===== src/rtl/alarm_clock_pkg.sv =====
// -----------------------------------------------------------------------------
// alarm_clock_pkg
// Shared types and constants for the alarm clock controller.
//   mode_e : user set-mode encoding (3 bits, visible on the mode_o port)
//   ring_e : ring/snooze sequencer states
// Optional feature macro: SNOOZE_EN adds the RING_SNOOZED state.
// -----------------------------------------------------------------------------
package alarm_clock_pkg;

    localparam int HR_W  = 5;
    localparam int MIN_W = 6;

    localparam logic [HR_W-1:0]  MAX_HR  = 5'd23;
    localparam logic [MIN_W-1:0] MAX_MIN = 6'd59;
    localparam logic [MIN_W-1:0] MAX_SEC = 6'd59;

    typedef enum logic [2:0] {
        MODE_RUN        = 3'd0,
        MODE_SET_HR     = 3'd1,
        MODE_SET_MIN    = 3'd2,
        MODE_SET_AL_HR  = 3'd3,
        MODE_SET_AL_MIN = 3'd4
    } mode_e;

`ifdef SNOOZE_EN
    typedef enum logic [1:0] {
        RING_IDLE    = 2'd0,
        RING_RINGING = 2'd1,
        RING_SNOOZED = 2'd2
    } ring_e;
`else
    typedef enum logic {
        RING_IDLE    = 1'b0,
        RING_RINGING = 1'b1
    } ring_e;
`endif

    function automatic mode_e next_mode(input mode_e m);
        case (m)
            MODE_RUN:       return MODE_SET_HR;
            MODE_SET_HR:    return MODE_SET_MIN;
            MODE_SET_MIN:   return MODE_SET_AL_HR;
            MODE_SET_AL_HR: return MODE_SET_AL_MIN;
            default:        return MODE_RUN;
        endcase
    endfunction

endpackage


===== src/rtl/alarm_clock_ctrl_hms_counter.sv =====
// -----------------------------------------------------------------------------
// hms_counter
// HH:MM:SS time-of-day register.
//   clk_i, rst_i    : clock, synchronous active-high reset (time -> 00:00:00)
//   tick_i          : advance one second with full carry chain
//   inc_hr_i        : bump hours only, 23 -> 0, no carry
//   inc_min_i       : bump minutes only, 59 -> 0, no carry
//   clr_sec_i       : force seconds to 0
//   hours_o/minutes_o/seconds_o : registered time
//   hours_nxt_o/minutes_nxt_o   : value hh:mm takes at the next edge
//   min_roll_o      : this tick wraps seconds to :00
// -----------------------------------------------------------------------------
module hms_counter
    import alarm_clock_pkg::*;
(
    input  logic             clk_i,
    input  logic             rst_i,
    input  logic             tick_i,
    input  logic             inc_hr_i,
    input  logic             inc_min_i,
    input  logic             clr_sec_i,
    output logic [HR_W-1:0]  hours_o,
    output logic [MIN_W-1:0] minutes_o,
    output logic [MIN_W-1:0] seconds_o,
    output logic [HR_W-1:0]  hours_nxt_o,
    output logic [MIN_W-1:0] minutes_nxt_o,
    output logic             min_roll_o
);

    logic [HR_W-1:0]  hr_q,  hr_d;
    logic [MIN_W-1:0] min_q, min_d;
    logic [MIN_W-1:0] sec_q, sec_d;

    always_comb begin
        hr_d  = hr_q;
        min_d = min_q;
        sec_d = sec_q;
        if (tick_i) begin
            if (sec_q == MAX_SEC) begin
                sec_d = '0;
                if (min_q == MAX_MIN) begin
                    min_d = '0;
                    hr_d  = (hr_q == MAX_HR) ? '0 : hr_q + 5'd1;
                end else begin
                    min_d = min_q + 6'd1;
                end
            end else begin
                sec_d = sec_q + 6'd1;
            end
        end
        // Field edits only happen while ticks are frozen, so they never race the carry.
        if (inc_hr_i)  hr_d  = (hr_q  == MAX_HR)  ? '0 : hr_q  + 5'd1;
        if (inc_min_i) min_d = (min_q == MAX_MIN) ? '0 : min_q + 6'd1;
        if (clr_sec_i) sec_d = '0;
    end

    always_ff @(posedge clk_i) begin
        if (rst_i) begin
            hr_q  <= '0;
            min_q <= '0;
            sec_q <= '0;
        end else begin
            hr_q  <= hr_d;
            min_q <= min_d;
            sec_q <= sec_d;
        end
    end

    assign hours_o       = hr_q;
    assign minutes_o     = min_q;
    assign seconds_o     = sec_q;
    assign hours_nxt_o   = hr_d;
    assign minutes_nxt_o = min_d;
    assign min_roll_o    = tick_i && (sec_q == MAX_SEC);

endmodule


===== src/rtl/alarm_clock_ctrl.sv =====
// -----------------------------------------------------------------------------
// alarm_clock_ctrl
// Alarm clock controller: time-of-day, alarm time, set-mode FSM, ring sequencer.
//   clk_i, rst_i          : clock, synchronous active-high reset
//   tick_1hz_i            : one-cycle strobe per second
//   btn_mode_i/_inc_i/_off_i : debounced one-cycle button pulses
//   alarm_en_i            : alarm armed (level)
//   hours_o/minutes_o/seconds_o : time of day
//   al_hours_o/al_minutes_o     : alarm time
//   mode_o                : set mode (RUN=0 .. SET_AL_MIN=4)
//   blink_o               : blink phase of the field being edited
//   ring_o                : buzzer enable
// Optional feature macro: SNOOZE_EN (snooze via btn_inc while ringing in RUN).
//
// Mode FSM
//   state           | meaning
//   MODE_RUN        | clock running, buttons only silence/snooze
//   MODE_SET_HR     | time frozen, btn_inc bumps hours
//   MODE_SET_MIN    | time frozen, btn_inc bumps minutes
//   MODE_SET_AL_HR  | time running, btn_inc bumps alarm hours
//   MODE_SET_AL_MIN | time running, btn_inc bumps alarm minutes
// Ring FSM
//   state           | meaning
//   RING_IDLE       | buzzer off, waiting for an alarm match
//   RING_RINGING    | buzzer on, timeout counter running
//   RING_SNOOZED    | buzzer off, snooze counter running (SNOOZE_EN only)
// -----------------------------------------------------------------------------
module alarm_clock_ctrl
    import alarm_clock_pkg::*;
#(
    parameter int unsigned RING_TIMEOUT_S = 60,
`ifdef SNOOZE_EN
    parameter int unsigned SNOOZE_MIN     = 5,
`endif
    parameter int unsigned ALARM_RST_HR   = 7
) (
    input  logic             clk_i,
    input  logic             rst_i,
    input  logic             tick_1hz_i,
    input  logic             btn_mode_i,
    input  logic             btn_inc_i,
    input  logic             btn_off_i,
    input  logic             alarm_en_i,
    output logic [HR_W-1:0]  hours_o,
    output logic [MIN_W-1:0] minutes_o,
    output logic [MIN_W-1:0] seconds_o,
    output logic [HR_W-1:0]  al_hours_o,
    output logic [MIN_W-1:0] al_minutes_o,
    output logic [2:0]       mode_o,
    output logic             blink_o,
    output logic             ring_o
);

    localparam logic [7:0] RING_LAST = 8'(RING_TIMEOUT_S - 1);
`ifdef SNOOZE_EN
    localparam logic [11:0] SNZ_LAST = 12'(SNOOZE_MIN * 60 - 1);
`endif

    mode_e            mode_q, mode_d;
    ring_e            ring_q, ring_d;
    logic             blink_q, blink_d;
    logic [HR_W-1:0]  al_hr_q, al_hr_d;
    logic [MIN_W-1:0] al_min_q, al_min_d;
    logic [7:0]       ring_cnt_q, ring_cnt_d;
`ifdef SNOOZE_EN
    logic [11:0]      snz_cnt_q, snz_cnt_d;
    logic             snooze_req;
`endif

    logic             inc_ok, tick_en, clr_sec;
    logic             inc_hr, inc_min, inc_al_hr, inc_al_min;
    logic [HR_W-1:0]  hours_nxt;
    logic [MIN_W-1:0] minutes_nxt;
    logic             min_roll, alarm_hit;

    // ---------------- mode FSM ----------------
    always_ff @(posedge clk_i) begin
        if (rst_i) mode_q <= MODE_RUN;
        else       mode_q <= mode_d;
    end

    always_comb begin
        mode_d = mode_q;
        if (btn_mode_i) mode_d = next_mode(mode_q);
    end

    // A mode press swallows a coincident inc.
    always_comb begin
        inc_ok     = btn_inc_i && !btn_mode_i;
        tick_en    = tick_1hz_i && (mode_q == MODE_RUN || mode_q == MODE_SET_AL_HR ||
                                    mode_q == MODE_SET_AL_MIN);
        clr_sec    = btn_mode_i && (mode_q == MODE_SET_MIN);
        inc_hr     = inc_ok && (mode_q == MODE_SET_HR);
        inc_min    = inc_ok && (mode_q == MODE_SET_MIN);
        inc_al_hr  = inc_ok && (mode_q == MODE_SET_AL_HR);
        inc_al_min = inc_ok && (mode_q == MODE_SET_AL_MIN);
        mode_o     = mode_q;
    end

    // ---------------- time, alarm, blink ----------------
    hms_counter u_tod (
        .clk_i         (clk_i),
        .rst_i         (rst_i),
        .tick_i        (tick_en),
        .inc_hr_i      (inc_hr),
        .inc_min_i     (inc_min),
        .clr_sec_i     (clr_sec),
        .hours_o       (hours_o),
        .minutes_o     (minutes_o),
        .seconds_o     (seconds_o),
        .hours_nxt_o   (hours_nxt),
        .minutes_nxt_o (minutes_nxt),
        .min_roll_o    (min_roll)
    );

    always_comb begin
        al_hr_d  = inc_al_hr  ? ((al_hr_q  == MAX_HR)  ? '0 : al_hr_q  + 5'd1) : al_hr_q;
        al_min_d = inc_al_min ? ((al_min_q == MAX_MIN) ? '0 : al_min_q + 6'd1) : al_min_q;
        if (btn_mode_i || mode_q == MODE_RUN) blink_d = 1'b0;
        else if (tick_1hz_i)                  blink_d = ~blink_q;
        else                                  blink_d = blink_q;
    end

    always_ff @(posedge clk_i) begin
        if (rst_i) begin
            al_hr_q  <= HR_W'(ALARM_RST_HR);
            al_min_q <= '0;
            blink_q  <= 1'b0;
        end else begin
            al_hr_q  <= al_hr_d;
            al_min_q <= al_min_d;
            blink_q  <= blink_d;
        end
    end

    assign al_hours_o   = al_hr_q;
    assign al_minutes_o = al_min_q;
    assign blink_o      = blink_q;

    // Match is taken against the alarm value before any same-cycle edit. Only the
    // tick that rolls to :00 can fire, so one minute can never trigger twice.
    assign alarm_hit = alarm_en_i && tick_en && min_roll &&
                       (hours_nxt == al_hr_q) && (minutes_nxt == al_min_q);

    // ---------------- ring FSM ----------------
    always_ff @(posedge clk_i) begin
        if (rst_i) begin
            ring_q     <= RING_IDLE;
            ring_cnt_q <= '0;
`ifdef SNOOZE_EN
            snz_cnt_q  <= '0;
`endif
        end else begin
            ring_q     <= ring_d;
            ring_cnt_q <= ring_cnt_d;
`ifdef SNOOZE_EN
            snz_cnt_q  <= snz_cnt_d;
`endif
        end
    end

`ifdef SNOOZE_EN
    assign snooze_req = inc_ok && (mode_q == MODE_RUN);
`endif

    always_comb begin
        ring_d     = ring_q;
        ring_cnt_d = ring_cnt_q;
`ifdef SNOOZE_EN
        snz_cnt_d  = snz_cnt_q;
`endif
        case (ring_q)
            RING_IDLE: begin
                if (alarm_hit) begin
                    ring_d     = RING_RINGING;
                    ring_cnt_d = '0;
                end
            end
            RING_RINGING: begin
                if (btn_off_i || !alarm_en_i) begin
                    ring_d = RING_IDLE;
`ifdef SNOOZE_EN
                end else if (snooze_req) begin
                    ring_d    = RING_SNOOZED;
                    snz_cnt_d = '0;
`endif
                end else if (tick_1hz_i) begin
                    if (ring_cnt_q == RING_LAST) ring_d = RING_IDLE;
                    else                         ring_cnt_d = ring_cnt_q + 8'd1;
                end
            end
`ifdef SNOOZE_EN
            RING_SNOOZED: begin
                if (btn_off_i || !alarm_en_i) begin
                    ring_d = RING_IDLE;
                end else if (tick_1hz_i) begin
                    if (snz_cnt_q == SNZ_LAST) begin
                        ring_d     = RING_RINGING;
                        ring_cnt_d = '0;
                    end else begin
                        snz_cnt_d = snz_cnt_q + 12'd1;
                    end
                end
            end
`endif
            default: ring_d = RING_IDLE;
        endcase
    end

    always_comb begin
        ring_o = (ring_q == RING_RINGING);
    end

endmodule


===== config.mk =====
export PLATFORM = sky130hd
export DESIGN_NAME = alarm_clock_ctrl
export DESIGN_NICKNAME = d
export VERILOG_FILES = /design/src/rtl/alarm_clock_pkg.sv /design/src/rtl/alarm_clock_ctrl_hms_counter.sv /design/src/rtl/alarm_clock_ctrl.sv
export SDC_FILE = /design/constraint.sdc
export NUM_CORES = 1
export LEC_CHECK = 0
export CAP_MARGIN = 20
export CORE_ASPECT_RATIO = 1.1
export CORE_UTILIZATION = 55
export DETAILED_ROUTE_END_ITERATION = 7
export PLACE_DENSITY = 0.82
export REMOVE_ABC_BUFFERS = 1
export SYNTH_ARGS = -nofsm -noshare
export SYNTH_HDL_FRONTEND = slang
export SYNTH_HIERARCHICAL = 1
export SYNTH_SLANG_ARGS = --single-unit

===== constraint.sdc =====
create_clock -name clk_i -period 11.5 [get_ports clk_i]
set_clock_uncertainty 0.1 [all_clocks]
set_input_delay 3.45 -clock clk_i [delete_from_list [all_inputs] [get_ports clk_i]]
set_output_delay 3.45 -clock clk_i [all_outputs]
set_load 0.01 [all_outputs]

## Word level (Yosys, flattened, before mapping)

Index checks and enable logic that the tools add are counted.

- Logic and storage cells: 78
- Output and inout port bits: 33
- Bits of input ports: 7
- Register bits: 41

- Bitwise gates (word level): 2
- Reductions and logical operators: 22
- Multiplexer cells: 23
- Eq/ne operators: 16
- Add/sub/neg operators: 6

Operators with widths:

| operator | count |
|---|---|
| 6-bit 2-to-1 mux | 6 |
| 8-bit 2-to-1 mux | 4 |
| 5-bit 2-to-1 mux | 6 |
| 6-bit by 1-bit adder with 6-bit output (second input constant) | 3 |
| 6-bit == test (second input constant) | 3 |
| 8-bit case mux with 2 select lines | 1 |
| 1-bit logical AND | 12 |
| 3-bit case mux with 4 select lines | 1 |
| 5-bit by 1-bit adder with 5-bit output (second input constant) | 2 |
| 5-bit == test (second input constant) | 2 |
| 8-bit by 1-bit adder with 8-bit output (second input constant) | 1 |
| 8-bit by 6-bit == test with 1-bit output (second input constant) | 1 |
| 2-bit != test (second input constant) | 4 |
| 3-bit by 2-bit == test with 1-bit output (second input constant) | 2 |
| 6-bit == test | 1 |
| 5-bit == test | 1 |
| 1-bit logical OR | 4 |
| 1-bit 2-to-1 mux | 4 |
| 4-bit AND reduction | 1 |
| 2-bit OR reduction | 2 |
| 3-bit by 1-bit == test with 1-bit output (second input constant) | 1 |
| 3-bit == test (second input constant) | 1 |
| 3-bit logical NOT | 1 |
| 1-bit logical NOT | 2 |
| other kinds (2) | 3 |

## Logic depth before layout (Yosys ltp)

Gate-level depths: netlist (run 1).

- Word-level depth: 11
- Gate-level depth with buffers: 14
- Gate-level depth less buffers: 11

## Cells and area by module

The synthesis (run 1) kept the hierarchy.

Modules (own cells, without submodules):

| module | sequential area each (sq um) | cells each | instances | area an instance (sq um) |
|---|---|---|---|---|
| alarm_clock_ctrl | 480.5 | 177 | 1 | 1488.9 |
| hms_counter | 340.3 | 110 | 1 | 959.7 |

## Worst setup path before layout (run 1)

Ideal clock, no wire load.

- Path type: input-to-reg
- From: in btn_mode_i
- To: reg ring_cnt_q[6]
- Setup time: 0.074 ns
- Slack: 5.109 ns
- Arrival time: 6.217 ns
- Buffers on the path: 0
- Data required time: 11.326 ns
- Stages on the path: 10
- Cells stage by stage: or3b_1 nor3b_1 a41oi_4 or4b_4 nand2_1 xor2_1 nor4_4 a41oi_4 or4_1 a31oi_1

- Longest elaborated chain between the ends: 9

Ends and longest elaborated chain:

| what | RTL line | RTL |
|---|---|---|
| start: declaration | alarm_clock_ctrl.sv:40 | `input logic btn_mode_i,` |
| 1-bit logical NOT | alarm_clock_ctrl.sv:89 | `inc_ok = btn_inc_i && !btn_mode_i;` |
| 1-bit logical AND | alarm_clock_ctrl.sv:89 |  |
| 1-bit logical AND | alarm_clock_ctrl.sv:93 | `inc_hr = inc_ok && (mode_q == MODE_SET_HR);` |
| net inc_hr | alarm_clock_ctrl.sv:71 | `logic inc_hr, inc_min, inc_al_hr, inc_al_min;` |
| 5-bit 2-to-1 mux | alarm_clock_ctrl_hms_counter.sv:52 | `if (inc_hr_i) hr_d = (hr_q == MAX_HR) ? '0 : hr_q + 5'd1;` |
| net hours_nxt[4] | alarm_clock_ctrl.sv:72 | `logic [HR_W-1:0] hours_nxt;` |
| 5-bit == test | alarm_clock_ctrl.sv:143 | `(hours_nxt == al_hr_q) && (minutes_nxt == al_min_q);` |
| 1-bit logical AND | alarm_clock_ctrl.sv:142 | `assign alarm_hit = alarm_en_i && tick_en && min_roll &&` |
| 1-bit logical AND | alarm_clock_ctrl.sv:143 |  |
| 2-bit != test (no line) | -- |  |
| 4-bit AND reduction (no line) | -- |  |
| end signal: assignment | alarm_clock_ctrl.sv:155 | `ring_cnt_q <= ring_cnt_d;` |
| end: declaration | alarm_clock_ctrl.sv:64 | `logic [7:0] ring_cnt_q, ring_cnt_d;` |

The timed path passes the listed nets, and every way through them passes these cells.
A chain may end at the register's enable or synchronous reset.

## Final worst setup path (run 1)

Ends and elaborated chain as after synthesis.

==> reports/results.ini, run 1 <==
[floorplanning]
core_um2 = 4290
die_w_um = 65.6
io_pins = 40
die_y_um = 72.0
num_rows = 25
initial_core_util_pct = 57.1
die_area_um2 = 4720

[detailed_routing]
vias = 2270
drt-pass1-iter-count = 5
wl_per_cell_um = 15.2
dr.first_iter.drc_count = 235
drc = 0
vias_per_cell = 5.97
ant_nets = 0
routed_wl_um = 5780

[pwr]
leakage_uw = 0.00110
p_per_area_nw_per_um2 = 97.1
power_uw = 288
vdd_ir_drop_max_mv = 0.0517

[finish]
diodes = 0
final_layout_size_suffix_gt1_share_pct = 9.20
final_cells = 380
nFillCells = 340
layout_commonest_cell = dfxtp_1
design_area_um2 = 2970
layout_common_cells = dfxtp_1, clkdlybuf4s50_1, nand2_1
final_util_pct = 69.3
areaGrowthSynthToFinish_pct = 21.2
final_nets = 338

[clock_network]
clk-insertion-delay-late_ns = 0.29
root_buffer = clkbuf_8
htreeDepth = 2
cts_max_path_buffers = 2
clkTransAtPathRegs_ns = 0.08
numCtsBuffers = 5
post_cts.repair.setup_buffers = 0
hold_buffers = 0
cts_resized = 0
clock-sinks = 41
cts_tree = yes

[global_route]
grt_util_all_layers_pct = 26.1
antenna_found_initial = 0
grt_pass1_vias = 2083
grt_pass1_wl_um = 9580
grt_overflow_total = 0
grt_max_degree = 38

[synth]
ys_ff_latch = 41
ys.flop_type = dfxtp_1
synth_area_um2 = 2450
synth-seq-area-share_pct = 33.5
synth_area_per_cell_um2 = 8.53
yosysWarnings = 6
async_reset_ff_share_pct = 0
synth.distinct_cells = 60
synthCells = 287
synth-edff-count = 0

[setup_path]
slowest_stage = or4b_4
required_ns = 11.62
cp_slowest_stage_delay_ns = 0.56
cp-end-kind = register
critPathKind = input port to register
cp_cell_sequence = clkdlybuf4s50_1, or3b_1, nor3b_1, a41oi_4, or4b_4, nand2_1, xor2_1, nor4_4, a41oi_4, or4_1, a31oi_1
startpoint_type = input port
path_common_cell = a41oi_4
crit_path_max_fanout = 9
cp_data_arrival_time_ns = 7.04

[sta]
hold_viol = 0
post-route-period-util_pct = 60.2
worst_pin_slew_ns = 0.582
finalSetupViolCount = 0
setup_tns_ns = 0
post-route-min-period_ns = 6.92
rsz0062_at_grt = no
slew_violations = 0
max_slew_margin_pct = 61.2
fmaxAchievable_mhz = 144

[job]
maxCapViolations = 0

[placed_design]
dpl-instance-area_um2 = 2850
post-dp-hpwl_um = 4040
place_inst = 372
place_congestion = 0.850
portBuffers = 39

[outcome]
outcome = finished clean

[min_path]
min_path_type = register to register

cell usage after synthesis, drive strengths merged, types with 5 or more instances:
| library cell | instances | area, µm² |
|---|---|---|
| buf | 5 | 46.3 |
| xor2 | 17 | 149 |
| nor2 | 25 | 93.8 |
| or3 | 5 | 31.3 |
| nor4 | 5 | 76.3 |
| nand2 | 35 | 131 |
| dfxtp | 41 | 821 |
| and2 | 5 | 31.3 |
| inv | 5 | 18.8 |
| nand4 | 6 | 37.5 |
| a21oi | 28 | 155 |
| o21ai | 15 | 75.1 |
| or4 | 5 | 41.3 |
| ha | 6 | 75.1 |
| nand3 | 12 | 60.1 |
| nand3b | 11 | 82.6 |
worst paths after layout:
path              startpoint       endpoint  cells past startpoint  slack, ns
setup reg to reg   mode_o[0]  ring_cnt_q[6]                     11       7.73
setup / recovery  btn_mode_i  ring_cnt_q[6]                     11       4.58
hold reg to reg      blink_o        blink_o                      1       0.39
hold / removal       blink_o        blink_o                      1       0.39
metrics by stage:
stage               hold slack, ns  setup slack [ns]
finish                       0.386              4.58
global placement             0.368              4.44
CTS                          0.380              4.58
global route                 0.416              4.37
floorplan                    0.360              5.11
detailed placement           0.368              4.29
power breakdown:
part           total [µW]  switching, µW  internal [µW]
registers             147           3.02            144
clock network         118           47.6           70.8
logic                23.2           12.6           10.6
total                 288           63.2            225
cells by family after synthesis:
logic type	share of synthesized area [%]
AO/OA/AOI/OAI	19.2
flip-flops	33.5
AND/OR/NAND/NOR	33.3
multiplexers	0.460
adder cells (fa/ha/maj)	3.07
buffers and inverters	3.32
XOR/XNOR	7.15
final cells by class:
type / count / area, µm² / area share [%]
flip-flops and latches: 41 / 821 / 27.7
repair buffers: 40 / 398 / 13.4
clock buffers: 7 / 86.3 / 2.91
multi-input cells: 232 / 1550 / 52.1
inverters: 5 / 18.8 / 0.632
clock inverters: 1 / 30.0 / 1.01
well taps: 54 / 67.6 / 2.28
routing by layer:
layer / global-route usage (%) / vias up / share of wire (%)
li1: - / 1113 / -
met1: 35.3 / 1066 / 46
met2: 41.8 / 81 / 48
met3: 5.35 / 10 / 4.8
met4: 7.49 / 0 / 1.2
met5: 0 / - / 0
worst max-delay path: cells and delay by family:
family	cells	cell delay (ns)
AOI/OAI and AO/OA	3	0.51
and+or+nand+nor	6	2.47
xor gates and xnor gates	1	0.11
buffers and inverters	1	0.50
registers in the layout, indices dropped and copies added, names as in the netlist:
signal           cells
ring_cnt_q           8
u_tod/seconds_o      6
al_minutes_o         6
al_hours_o           5
mode_o               3
blink_o              1
u_tod/minutes_o      6
ring_o               1
u_tod/hours_o        5
No activity file was read; power rests on OpenSTA's default activity.
==> run 2, diff against run 1 <==
--- a/config.mk
+++ b/config.mk
@@ -7,9 +7,9 @@
 export LEC_CHECK = 0
 export CAP_MARGIN = 20
 export CORE_ASPECT_RATIO = 1.1
-export CORE_UTILIZATION = 55
+export CORE_UTILIZATION = 53
 export DETAILED_ROUTE_END_ITERATION = 7
-export PLACE_DENSITY = 0.82
+export PLACE_DENSITY = 0.79
 export REMOVE_ABC_BUFFERS = 1
 export SYNTH_ARGS = -nofsm -noshare
 export SYNTH_HDL_FRONTEND = slang
==> constraint.sdc (replaced) <==
create_clock -name clk_i -period 6.4 [get_ports clk_i]
set_clock_uncertainty 0.1 [all_clocks]
set_input_delay 1.92 -clock clk_i [delete_from_list [all_inputs] [get_ports clk_i]]
set_output_delay 1.92 -clock clk_i [all_outputs]
set_load 0.01 [all_outputs]
==> reports/results.ini, run 2 (synthesis gave the netlist of run 1 again) <==
[outcome]
outcome = finished clean

[global_route]
grt_pass1_wl_um = 8950  ; -6.6%
grt_overflow_total = 0  ; unchanged
grt_pass1_vias = 1893  ; -9.1%
antenna_found_initial = 0  ; unchanged
grt_max_degree = 38  ; unchanged
grt_util_all_layers_pct = 24.2  ; -2.0 points

[floorplanning]
die_w_um = 66.8  ; +1.8%
initial_core_util_pct = 55.9  ; -1.2 points
io_pins = 40  ; unchanged
num_rows = 25  ; unchanged
core_um2 = 4380  ; +2.2%
die_y_um = 73.3  ; +1.8%
die_area_um2 = 4900  ; +3.7%

[pwr]
p_per_area_nw_per_um2 = 165  ; +70%
vdd_ir_drop_max_mv = 0.115  ; +120%
leakage_uw = 0.00110  ; -0.38%

[finish]
diodes = 0  ; unchanged
areaGrowthSynthToFinish_pct = 20.6
final_util_pct = 67.4  ; -1.8 points
layout_commonest_cell = dfxtp_1
largest_reg_flops = 8  ; unchanged
top_register = ring_cnt_q
final_layout_size_suffix_gt1_share_pct = 9.51  ; +0.31 points
layout_common_cells = dfxtp_1, clkdlybuf4s50_1, nand2_1
final_nets = 338  ; unchanged

[sta]
rsz0062_at_grt = no
max_slew_margin_pct = 59.5  ; -1.7 points
setup_tns_ns = 0  ; unchanged
post-route-min-period_ns = 5.34
finalSetupViolCount = 0  ; unchanged
slew_violations = 0  ; unchanged
fmaxAchievable_mhz = 187
post-route-period-util_pct = 83.4
worst_pin_slew_ns = 0.607  ; +0.0249 ns
hold_viol = 0  ; unchanged

[setup_path]
cp-end-kind = register
cp_data_arrival_time_ns = 5.45  ; -1.59 ns
r2r_start = mode_o[0]
r2r_slack_ns = 2.67  ; -5.06 ns
worstSetupStartpoint = btn_inc_i
crit_path_max_fanout = 9  ; unchanged
startpoint_type = input port
timing.rr.end = ring_cnt_q[6]
critPathKind = input port to register
reg2regPathDepth = 11  ; unchanged
required_ns = 6.52  ; -5.10 ns
critPathCapture = ring_cnt_q[6]

[clock_network]
clk-insertion-delay-late_ns = 0.29  ; about the same
clkTransAtPathRegs_ns = 0.08  ; about the same
hold_buffers = 0  ; unchanged
cts_max_path_buffers = 2  ; unchanged
root_buffer = clkbuf_8
htreeDepth = 2  ; unchanged
cts_resized = 0  ; unchanged
post_cts.repair.setup_buffers = 0  ; unchanged
numCtsBuffers = 5  ; unchanged
cts_tree = yes
clock-sinks = 41  ; unchanged

[detailed_routing]
drc = 0  ; unchanged
dr.first_iter.drc_count = 145  ; -38%
drt-pass1-iter-count = 4  ; -1
wl_per_cell_um = 14.3  ; -5.8%
routed_wl_um = 5440  ; -5.8%
vias_per_cell = 5.79  ; -3.0%
ant_nets = 0  ; unchanged
vias = 2201  ; -3.0%

[job]
maxCapViolations = 0  ; unchanged

[placed_design]
place_congestion = 0.848  ; -0.31%
post-dp-hpwl_um = 3910  ; -3.2%
portBuffers = 39  ; unchanged

[min_path]
min_path_type = register to register

[run 2: changes by cell type in the layout (fill, tap and decap cells not counted), sizes merged]
cell,change
clkinv,+1
bufinv,-1
[run 2: layout make-up]
class | count | area, µm²
Multi-Input combinational cell | 232 | 1550
Fill cell | 375 | 1430
Sequential cell | 41 | 821
Timing Repair Buffer | 40 | 398
Clock buffer | 7 | 96.3
Tap cell | 54 | 67.6
Inverter | 5 | 18.8
Clock inverter | 1 | 5.00
[run 2: power by group]
part / switching [µW] / total [µW] / internal (µW)
Sequential: 5.16 / 263 / 258
Combinational: 22.0 / 41.1 / 19.1
Clock: 86.7 / 184 / 97.5
[run 2: metal layers]
| layer | vias to the layer above | global-route usage (%) | wire length (µm) |
|---|---|---|---|
| met5 | - | 0 | 0 |
| met4 | 0 | 7.09 | 63 |
| met3 | 5 | 4.50 | 206 |
| met2 | 46 | 38.0 | 2510 |
| met1 | 1031 | 33.4 | 2660 |
| li1 | 1119 | - | - |
[run 2: worst min-delay path by stage]
stage	from	end	slack, ns	depth (start not counted)
3_5_place_dp	blink_o	blink_o	0.38	1
4_1_cts	blink_o	blink_o	0.39	1
2_1_floorplan	ring_cnt_q[1]	ring_cnt_q[1]	0.36	2
3_3_place_gp	blink_o	blink_o	0.37	1
6_report	blink_o	blink_o	0.38	1
5_1_grt	blink_o	blink_o	0.42	1
[run 2: worst max-delay path, cell delays in order]
cell and delay, ns:
clkdlybuf4s50_1 0.51, or3b_1 0.42, nor3b_1 0.44, a41oi_4 0.11, or4b_4 0.57, nand2_1 0.09
xor2_1 0.11, nor4_4 0.36, a41oi_4 0.22, or4_1 0.53, a31oi_1 0.17
[run 2: stage by stage]
stage | instances | setup slack (ns) | cell area (µm²) | hold WS, ns | power [µW]
2_1_floorplan | 278 | 1.54 | 2390 | 0.360 | 290
3_3_place_gp | 372 | 0.868 | 2850 | 0.371 | 309
3_5_place_dp | 372 | 0.795 | 2850 | 0.376 | 310
4_1_cts | 380 | 1.10 | 2950 | 0.392 | 493
5_1_grt | 380 | 0.885 | 2950 | 0.422 | 508
6_report | 380 | 1.06 | 2950 | 0.381 | 488
